**src/rtl/fetch_unit_if.sv**
```systemverilog
// rtl/fetch_unit_if.sv - redirect, instruction-memory and decode-side signals of the fetch unit
interface fetch_unit_if;
  logic        redirect;
  logic [31:0] redirect_pc;
  logic        imem_req;
  logic [31:0] imem_addr;
  logic        imem_gnt;
  logic        imem_rvalid;
  logic [31:0] imem_rdata;
  logic        inst_valid;
  logic [31:0] inst_pc;
  logic [31:0] inst_data;
  logic        inst_ready;

  modport master (
    input  redirect, redirect_pc, imem_gnt, imem_rvalid, imem_rdata, inst_ready,
    output imem_req, imem_addr, inst_valid, inst_pc, inst_data
  );

  modport slave (
    output redirect, redirect_pc, imem_gnt, imem_rvalid, imem_rdata, inst_ready,
    input  imem_req, imem_addr, inst_valid, inst_pc, inst_data
  );
endinterface

```
**src/rtl/fetch_unit.sv**
```systemverilog
// rtl/fetch_unit.sv - fetch PC, single-outstanding imem requester and 2-entry instruction buffer
module fetch_unit #(
  parameter logic [31:0] RESET_PC = 32'h0000_0000
) (
  input  logic          clk,
  input  logic          reset,
  fetch_unit_if.master  bus
);

  localparam logic [31:0] RESET_ADDR = {RESET_PC[31:2], 2'b00};

  typedef enum logic [1:0] {IDLE, REQ, WAIT, FLUSH} state_t;

  state_t      state;
  state_t      state_next;
  logic        imem_req_q;
  logic [31:0] fetch_pc;
  logic [31:0] req_pc;
  logic [31:0] fifo_pc   [2];
  logic [31:0] fifo_data [2];
  logic        rd_ptr;
  logic        wr_ptr;
  logic [1:0]  count;
  logic [1:0]  count_next;
  logic        push;
  logic        pop;
  logic        space;

  assign pop        = (count != 2'd0) && bus.inst_ready;
  assign push       = (state == WAIT) && bus.imem_rvalid && !bus.redirect;
  assign count_next = count + {1'b0, push} - {1'b0, pop};
  // A new request is only launched when its response is sure to find a free slot.
  assign space      = (count_next < 2'd2);

  always_comb begin
    state_next = state;
    case (state)
      IDLE:  if (bus.redirect || space) state_next = REQ;
      REQ:   if (bus.imem_gnt) state_next = bus.redirect ? FLUSH : WAIT;
      WAIT: begin
        if (bus.imem_rvalid)   state_next = (bus.redirect || space) ? REQ : IDLE;
        else if (bus.redirect) state_next = FLUSH;
      end
      FLUSH: if (bus.imem_rvalid) state_next = REQ;
      default: state_next = IDLE;
    endcase
  end

  always_ff @(posedge clk or posedge reset) begin
    if (reset) begin
      state      <= IDLE;
      imem_req_q <= 1'b0;
      fetch_pc   <= RESET_ADDR;
      req_pc     <= RESET_ADDR;
      count      <= 2'd0;
      rd_ptr     <= 1'b0;
      wr_ptr     <= 1'b0;
      for (int i = 0; i < 2; i++) begin
        fifo_pc[i]   <= 32'd0;
        fifo_data[i] <= 32'd0;
      end
    end else begin
      state      <= state_next;
      imem_req_q <= (state_next == REQ);
      count      <= count_next;
      if (state == REQ && bus.imem_gnt) begin
        req_pc   <= fetch_pc;
        fetch_pc <= fetch_pc + 32'd4;
      end
      if (push) begin
        fifo_pc[wr_ptr]   <= req_pc;
        fifo_data[wr_ptr] <= bus.imem_rdata;
        wr_ptr            <= ~wr_ptr;
      end
      if (pop) rd_ptr <= ~rd_ptr;
      // Redirect overrides the sequential update and empties the buffer.
      if (bus.redirect) begin
        fetch_pc <= {bus.redirect_pc[31:2], 2'b00};
        count    <= 2'd0;
        rd_ptr   <= 1'b0;
        wr_ptr   <= 1'b0;
      end
    end
  end

  assign bus.imem_req   = imem_req_q;
  assign bus.imem_addr  = fetch_pc;
  assign bus.inst_valid = (count != 2'd0);
  assign bus.inst_pc    = fifo_pc[rd_ptr];
  assign bus.inst_data  = fifo_data[rd_ptr];

endmodule
```
**src/flat_wrapper.sv**
```systemverilog
// flat-port wrapper written by rule: the top's interface ports become plain ports
module fetch_unit_flat 
#(
  parameter logic [31:0] RESET_PC = 32'h0000_0000
)
  (clk, reset, bus_redirect, bus_redirect_pc, bus_imem_gnt, bus_imem_rvalid, bus_imem_rdata, bus_inst_ready, bus_imem_req, bus_imem_addr, bus_inst_valid, bus_inst_pc, bus_inst_data);
  fetch_unit_if bus_i ();
  input  logic clk;
  input  logic reset;
  input wire logic [$bits(bus_i.redirect)-1:0] bus_redirect;
  input wire logic [$bits(bus_i.redirect_pc)-1:0] bus_redirect_pc;
  input wire logic [$bits(bus_i.imem_gnt)-1:0] bus_imem_gnt;
  input wire logic [$bits(bus_i.imem_rvalid)-1:0] bus_imem_rvalid;
  input wire logic [$bits(bus_i.imem_rdata)-1:0] bus_imem_rdata;
  input wire logic [$bits(bus_i.inst_ready)-1:0] bus_inst_ready;
  output wire logic [$bits(bus_i.imem_req)-1:0] bus_imem_req;
  output wire logic [$bits(bus_i.imem_addr)-1:0] bus_imem_addr;
  output wire logic [$bits(bus_i.inst_valid)-1:0] bus_inst_valid;
  output wire logic [$bits(bus_i.inst_pc)-1:0] bus_inst_pc;
  output wire logic [$bits(bus_i.inst_data)-1:0] bus_inst_data;
  assign bus_i.redirect = bus_redirect;
  assign bus_i.redirect_pc = bus_redirect_pc;
  assign bus_i.imem_gnt = bus_imem_gnt;
  assign bus_i.imem_rvalid = bus_imem_rvalid;
  assign bus_i.imem_rdata = bus_imem_rdata;
  assign bus_i.inst_ready = bus_inst_ready;
  assign bus_imem_req = bus_i.imem_req;
  assign bus_imem_addr = bus_i.imem_addr;
  assign bus_inst_valid = bus_i.inst_valid;
  assign bus_inst_pc = bus_i.inst_pc;
  assign bus_inst_data = bus_i.inst_data;
  fetch_unit #(.RESET_PC(RESET_PC)) u_core (.clk(clk), .reset(reset), .bus(bus_i));
endmodule
```
**config.mk**
```make
export PLATFORM = sky130hd
export DESIGN_NAME = fetch_unit_flat
export DESIGN_NICKNAME = d
export VERILOG_FILES = /design/src/rtl/fetch_unit_if.sv /design/src/rtl/fetch_unit.sv /design/src/flat_wrapper.sv
export SDC_FILE = /design/constraint.sdc
export NUM_CORES = 1
export LEC_CHECK = 0
export ABC_AREA = 1
export ABC_CLOCK_PERIOD_IN_PS = 7000
export CAP_MARGIN = 20
export CORE_ASPECT_RATIO = 0.9
export CORE_MARGIN = 2
export CORE_UTILIZATION = 48
export DETAILED_ROUTE_END_ITERATION = 7
export DONT_BUFFER_PORTS = 1
export PLACE_DENSITY = 0.65
export RECOVER_POWER = 100
export SYNTH_ARGS = -nofsm -noshare
export SYNTH_HDL_FRONTEND = slang
export SYNTH_SLANG_ARGS = --single-unit
```
**constraint.sdc**
```tcl
create_clock -name clk -period 7 [get_ports clk]
set_clock_uncertainty 0.2 [all_clocks]
set_input_delay 1.4 -clock clk [delete_from_list [all_inputs] [get_ports clk]]
set_output_delay 1.4 -clock clk [all_outputs]
set_load 0.02 [all_outputs]
```
; ---- Word-level counts from Yosys, hierarchy flattened
; Index checks and enable logic that the tools add are counted.
[classes]
add_sub_neg = 3
order_cmp = 4
eq_ne = 4
mux = 25
bitwise = 4
n_reduce_logical = 12
[ops]
columns = cell, count
row1 = $mux 32, 9
row2 = $bwmux 64, 2
row3 = $add 32x3->32 const B, 1
row4 = $demux 32 s1, 1
row5 = $mux 2, 6
row6 = $pmux 2 s4, 1
row7 = $reduce_bool 2->1, 4
row8 = $mux 1, 6
row9 = $logic_and 1x1->1, 5
row10 = $eq 2x1->1 const B, 2
row11 = $eq 2x2->1 const B, 2
row12 = $ge 2x2->1 const B, 2
row13 = $not 1->2, 2
row14 = $add 2x1->2, 1
row15 = $logic_not 2->1, 1
row16 = $lt 2x1->1 const B, 1
row17 = $lt 2x2->1 const B, 1
row18 = $not 1->1, 2
row19 = $sub 2x1->2, 1
row20 = $logic_not 1->1, 1
row21 = $logic_or 1x1->1, 1
[totals]
register_bits = 199
inputBits = 70
word_cells = 63

; ---- Depth between registers and ports, before layout
[logic_depth]
ltp_word = 11
ltp_mapped = 11
mapped_depth_nobuf = 11

; ---- Worst setup path after synthesis
; OpenSTA, ideal clock, no wires.
[synth_timing]
path_type = reg-to-output
from = register u_core.rd_ptr
to = output bus_inst_pc[22]
t_arrival_ps = 1144
t_required_ps = 5400
setup_slack_ps = 4256
stages_incl_launch_ff = 6
cell_sequence = dfrtp_1 > clkbuf_1 > inv_2 > clkbuf_1 > nand2_1 > nand2_1
[synth_via]
elab_chain_len = 4
[synth_rtl]
columns = item, line_no
row1 = start: declaration, fetch_unit.sv:21  ; logic rd_ptr;
row2 = start signal: assignment, fetch_unit.sv:75  ; if (pop) rd_ptr <= ~rd_ptr;
row3 = $not 1->2 (implied by the code), fetch_unit.sv:89  ; assign bus.inst_pc = fifo_pc[rd_ptr];
row4 = $mux 32 (implied by the code) (3 in a row), fetch_unit.sv:89
row5 = end: declaration, flat_wrapper.sv:19  ; output wire logic [$bits(bus_i.inst_pc)-1:0] bus_inst_pc;
; No other way between the ends. The select of a mux whose other input is x is not followed.

; ---- Worst setup path in the final report
[layout_timing]
from = input bus_imem_rvalid
to = register u_core.fifo_data[33] (netlist bit)
[layout_via]
elab_chain_len = 2
[layout_rtl]
columns = item, line_no
row1 = start: declaration, flat_wrapper.sv:13  ; input wire logic [$bits(bus_i.imem_rvalid)-1:0] bus_imem_rvalid;
row2 = $logic_and 1x1->1 (2 in a row), fetch_unit.sv:30  ; assign push = (state == WAIT) && bus.imem_rvalid && !bus.redirect;
row3 = end signal: indexed assignment, fetch_unit.sv:72  ; fifo_data[wr_ptr] <= bus.imem_rdata;
row4 = end: declaration, fetch_unit.sv:20  ; logic [31:0] fifo_data [2];
; No other way between the ends.
; A chain may end at the register's enable or synchronous reset.

==> qor.txt <==
R2R Path End = u_core.fifo_data[33]
Area of the core = 18470 um2
Worst Reg-to-Reg Cells = 7
First-pass GRT wire length = 33780 um
Max clock buf depth = 2
Cell row count = 47
Hold endpoint = u_core.fifo_pc[47]
GR Overflow Total = 0
Commonest non-fill, non-tap cell in the layout = nand2_1
Most frequent cells in the layout = nand2_1, dfrtp_1, o21ai_0, inv_1, nor2_1
Post-DRT Antenna Nets = 0
Post-CTS setup buffers = 0
Reg clk slew, reported paths = 0.06 ns
GR Util All Layers = 21.26%
Initial Utilization = 49.22%
Largest net degree at the start of global routing = 125
Number of setup violations in the final report = 0
Routed wire per std cell = 14.54 um
Path type of the worst setup path = input port to register
Crit share post-route = 55.52%
CTS Sinks = 191
DRC = 0
Final Hold Viols = 0
CP Capture Type = register
Synth Register Bits = 191
Vias per Instance = 4.953
Cells after Synth = 1189
Final TNS setup = 0 ns
Sw Share = 38.85%
RSZ-0062 raised after global routing = no
Flop-to-flop setup slack = 3.74 ns
CTS tree = built
I/O Buffers = 0
Initial antenna violation count = 0
Crit path DAT = 4.02 ns
Syn Area/Cell = 7.644 um2
Critical path peak fanout = 60
Synth warnings = 0
Leak Pwr = 5.023 nW
Iter 0 DRT Violations = 443
Switching power = 1.431 mW
# nets final = 1235
Total of max-cap violations = 2
Drt pass-1 iters = 4
Gate power share = 28.9%
Hold depth = 2
CP startpoint kind = input port
Sequential Power Share = 43.5%
Failing checks = max-capacitance violations, max-slew violations
Min Clock Period, post-route = 3.886 ns
CTS H-tree depth = 4
Clock power share = 27.6%
Max Fclk = 257.3 MHz
Placer Congestion = 0.9326
Status = complete, but fails checks
Max Slew Vio Count = 110
Layout cells sized above 1 = 3.578%
N_diodes = 0
Worst-Skew Late Latency = 0.42 ns
Worst slew margin = -64.73%
Synth cell types = 27
Post-synthesis sequential area ratio = 52.59%
Total Wirelength = 20630 um
Chip height = 134.5 um
Area Overhead vs Synth = 7.296%
Die Area = 20050 um2
CTS Hold Bufs = 0
Slew @ Worst Pin = 2.458 ns
Fin area = 9752 um2
Synthesized cell area = 9089 um2
CTS-repair resized insts = 0
Post-layout util = 52.81%
Reg2Reg Launch Point = u_core.state[1]
I/O pins = 168
Num CTS Buffers = 17
Hold WC Path Type = register to register
Pwr/cell area = 377.9 nW/um2
Root buf cell = clkbuf_16
Max IR drop VDD = 0.1689 mV
HP Start = u_core.fifo_pc[47]
Via count = 7028
Pint = 2.253 mW
Placed Area = 9130 um2
Detailed Place HPWL = 13450 um
DIE WIDTH = 149.0 um
Vias in the first global route = 6470
WP data required = 7.14 ns
per-stage QoR:
step | setup WS [ns] | cells | power, mW | hold slack (ns)
global placement | 3.534 | 1385 | 2.696 | 0.2652
global route | 2.795 | 1419 | 3.938 | 0.3012
floorplan | 0.2012 | 1192 | 2.481 | 0.2529
detailed placement | 3.512 | 1385 | 2.720 | 0.2684
finish | 3.114 | 1419 | 3.685 | 0.2842
CTS | 3.519 | 1416 | 3.745 | 0.2849
routing by layer:
layer / GRT usage (%) / up-vias / wire (um)
li1: - / 3598 / -
met1: 31.38 / 3219 / 9948
met2: 31.82 / 192 / 8999
met3: 5.068 / 19 / 1417
met4: 5.238 / 0 / 269
met5: 0 / - / 0
how the worst max path moves through the flow:
stage	cells after the start	startpoint	endpoint	slack [ns]
after global routing	7	bus_imem_rvalid	u_core.fifo_data[40]	2.80
after detailed placement	7	bus_imem_gnt	u_core.bus.imem_addr[4]	3.51
after CTS	4	u_core.rd_ptr	bus_inst_pc[20]	3.52
after floorplan	1	reset	u_core.bus.imem_addr[10]	0.20
after global placement	7	bus_imem_gnt	u_core.bus.imem_addr[4]	3.53
final	7	bus_imem_rvalid	u_core.fifo_data[33]	3.11
layout make-up:
| type | count | area, um2 |
|---|---|---|
| tap | 245 | 306.5 |
| clock buffer | 21 | 450.4 |
| sequential | 191 | 4781 |
| fill | 1868 | 8713 |
| multi-input combinational | 808 | 3432 |
| inverter | 135 | 508.0 |
| clock inverter | 10 | 161.4 |
| timing repair buffer | 9 | 112.6 |
registers in the layout, indices dropped and copies added, names as in the netlist:
name                  flops
u_core.rd_ptr             1
u_core.bus.imem_req       1
u_core.count              2
u_core.fifo_pc           60
u_core.req_pc            30
u_core.bus.imem_addr     30
u_core.state              2
u_core.wr_ptr             1
u_core.fifo_data         64
power by group through the flow:
stage	combinational, mW	clock, mW	sequential (mW)
floorplan	0.912	0	1.57
global placement	1.08	0	1.61
detailed placement	1.10	0	1.62
CTS	1.10	1.04	1.60
global route	1.21	1.09	1.64
finish	1.07	1.02	1.60
critical path, cell delays in order:
cell      delay (ns)
inv_1           0.09
nor4_1          0.08
nand2_1         0.30
clkbuf_1        1.59
buf_12          0.33
nand2_1         0.10
o21ai_0         0.09
logic make-up (layout without fill, tap and decap cells):
| group | count (synthesis) | in the layout | synth area share, % |
|---|---|---|---|
| compound gates | 199 | 199 | 11.33 |
| buf+inv | 193 | 175 | 9.348 |
| other cells | 1 | 4 | 0.04126 |
| xor+xnor | 10 | 10 | 0.9637 |
| flops | 191 | 191 | 52.59 |
| simple gates | 592 | 592 | 25.32 |
| fa+ha+maj | 3 | 3 | 0.4130 |
cell usage after synthesis:
cell | number | area, um2
o21ai_2 | 5 | 43.79
xnor2_1 | 2 | 17.52
o211ai_1 | 2 | 15.01
buf_2 | 4 | 20.02
o21ai_0 | 123 | 615.6
nand3_1 | 30 | 150.1
buf_4 | 6 | 45.04
o21ai_1 | 54 | 270.3
ha_1 | 3 | 37.54
clkbuf_1 | 33 | 123.9
buf_6 | 13 | 146.4
dfrtp_1 | 191 | 4780
conb_1 | 1 | 3.750
or2_2 | 1 | 6.260
o21bai_1 | 4 | 30.03
nor3_1 | 3 | 15.01
inv_1 | 132 | 495.5
xor2_1 | 8 | 70.07
nor2_1 | 57 | 214.0
nand2_2 | 4 | 25.02
nand2_1 | 495 | 1858
inv_2 | 2 | 7.510
nor4_4 | 1 | 21.27
buf_1 | 2 | 7.510
nor2_4 | 1 | 11.26
clkinv_1 | 1 | 3.750
a21oi_1 | 11 | 55.05
No activity file was read; power rests on OpenSTA's default activity.
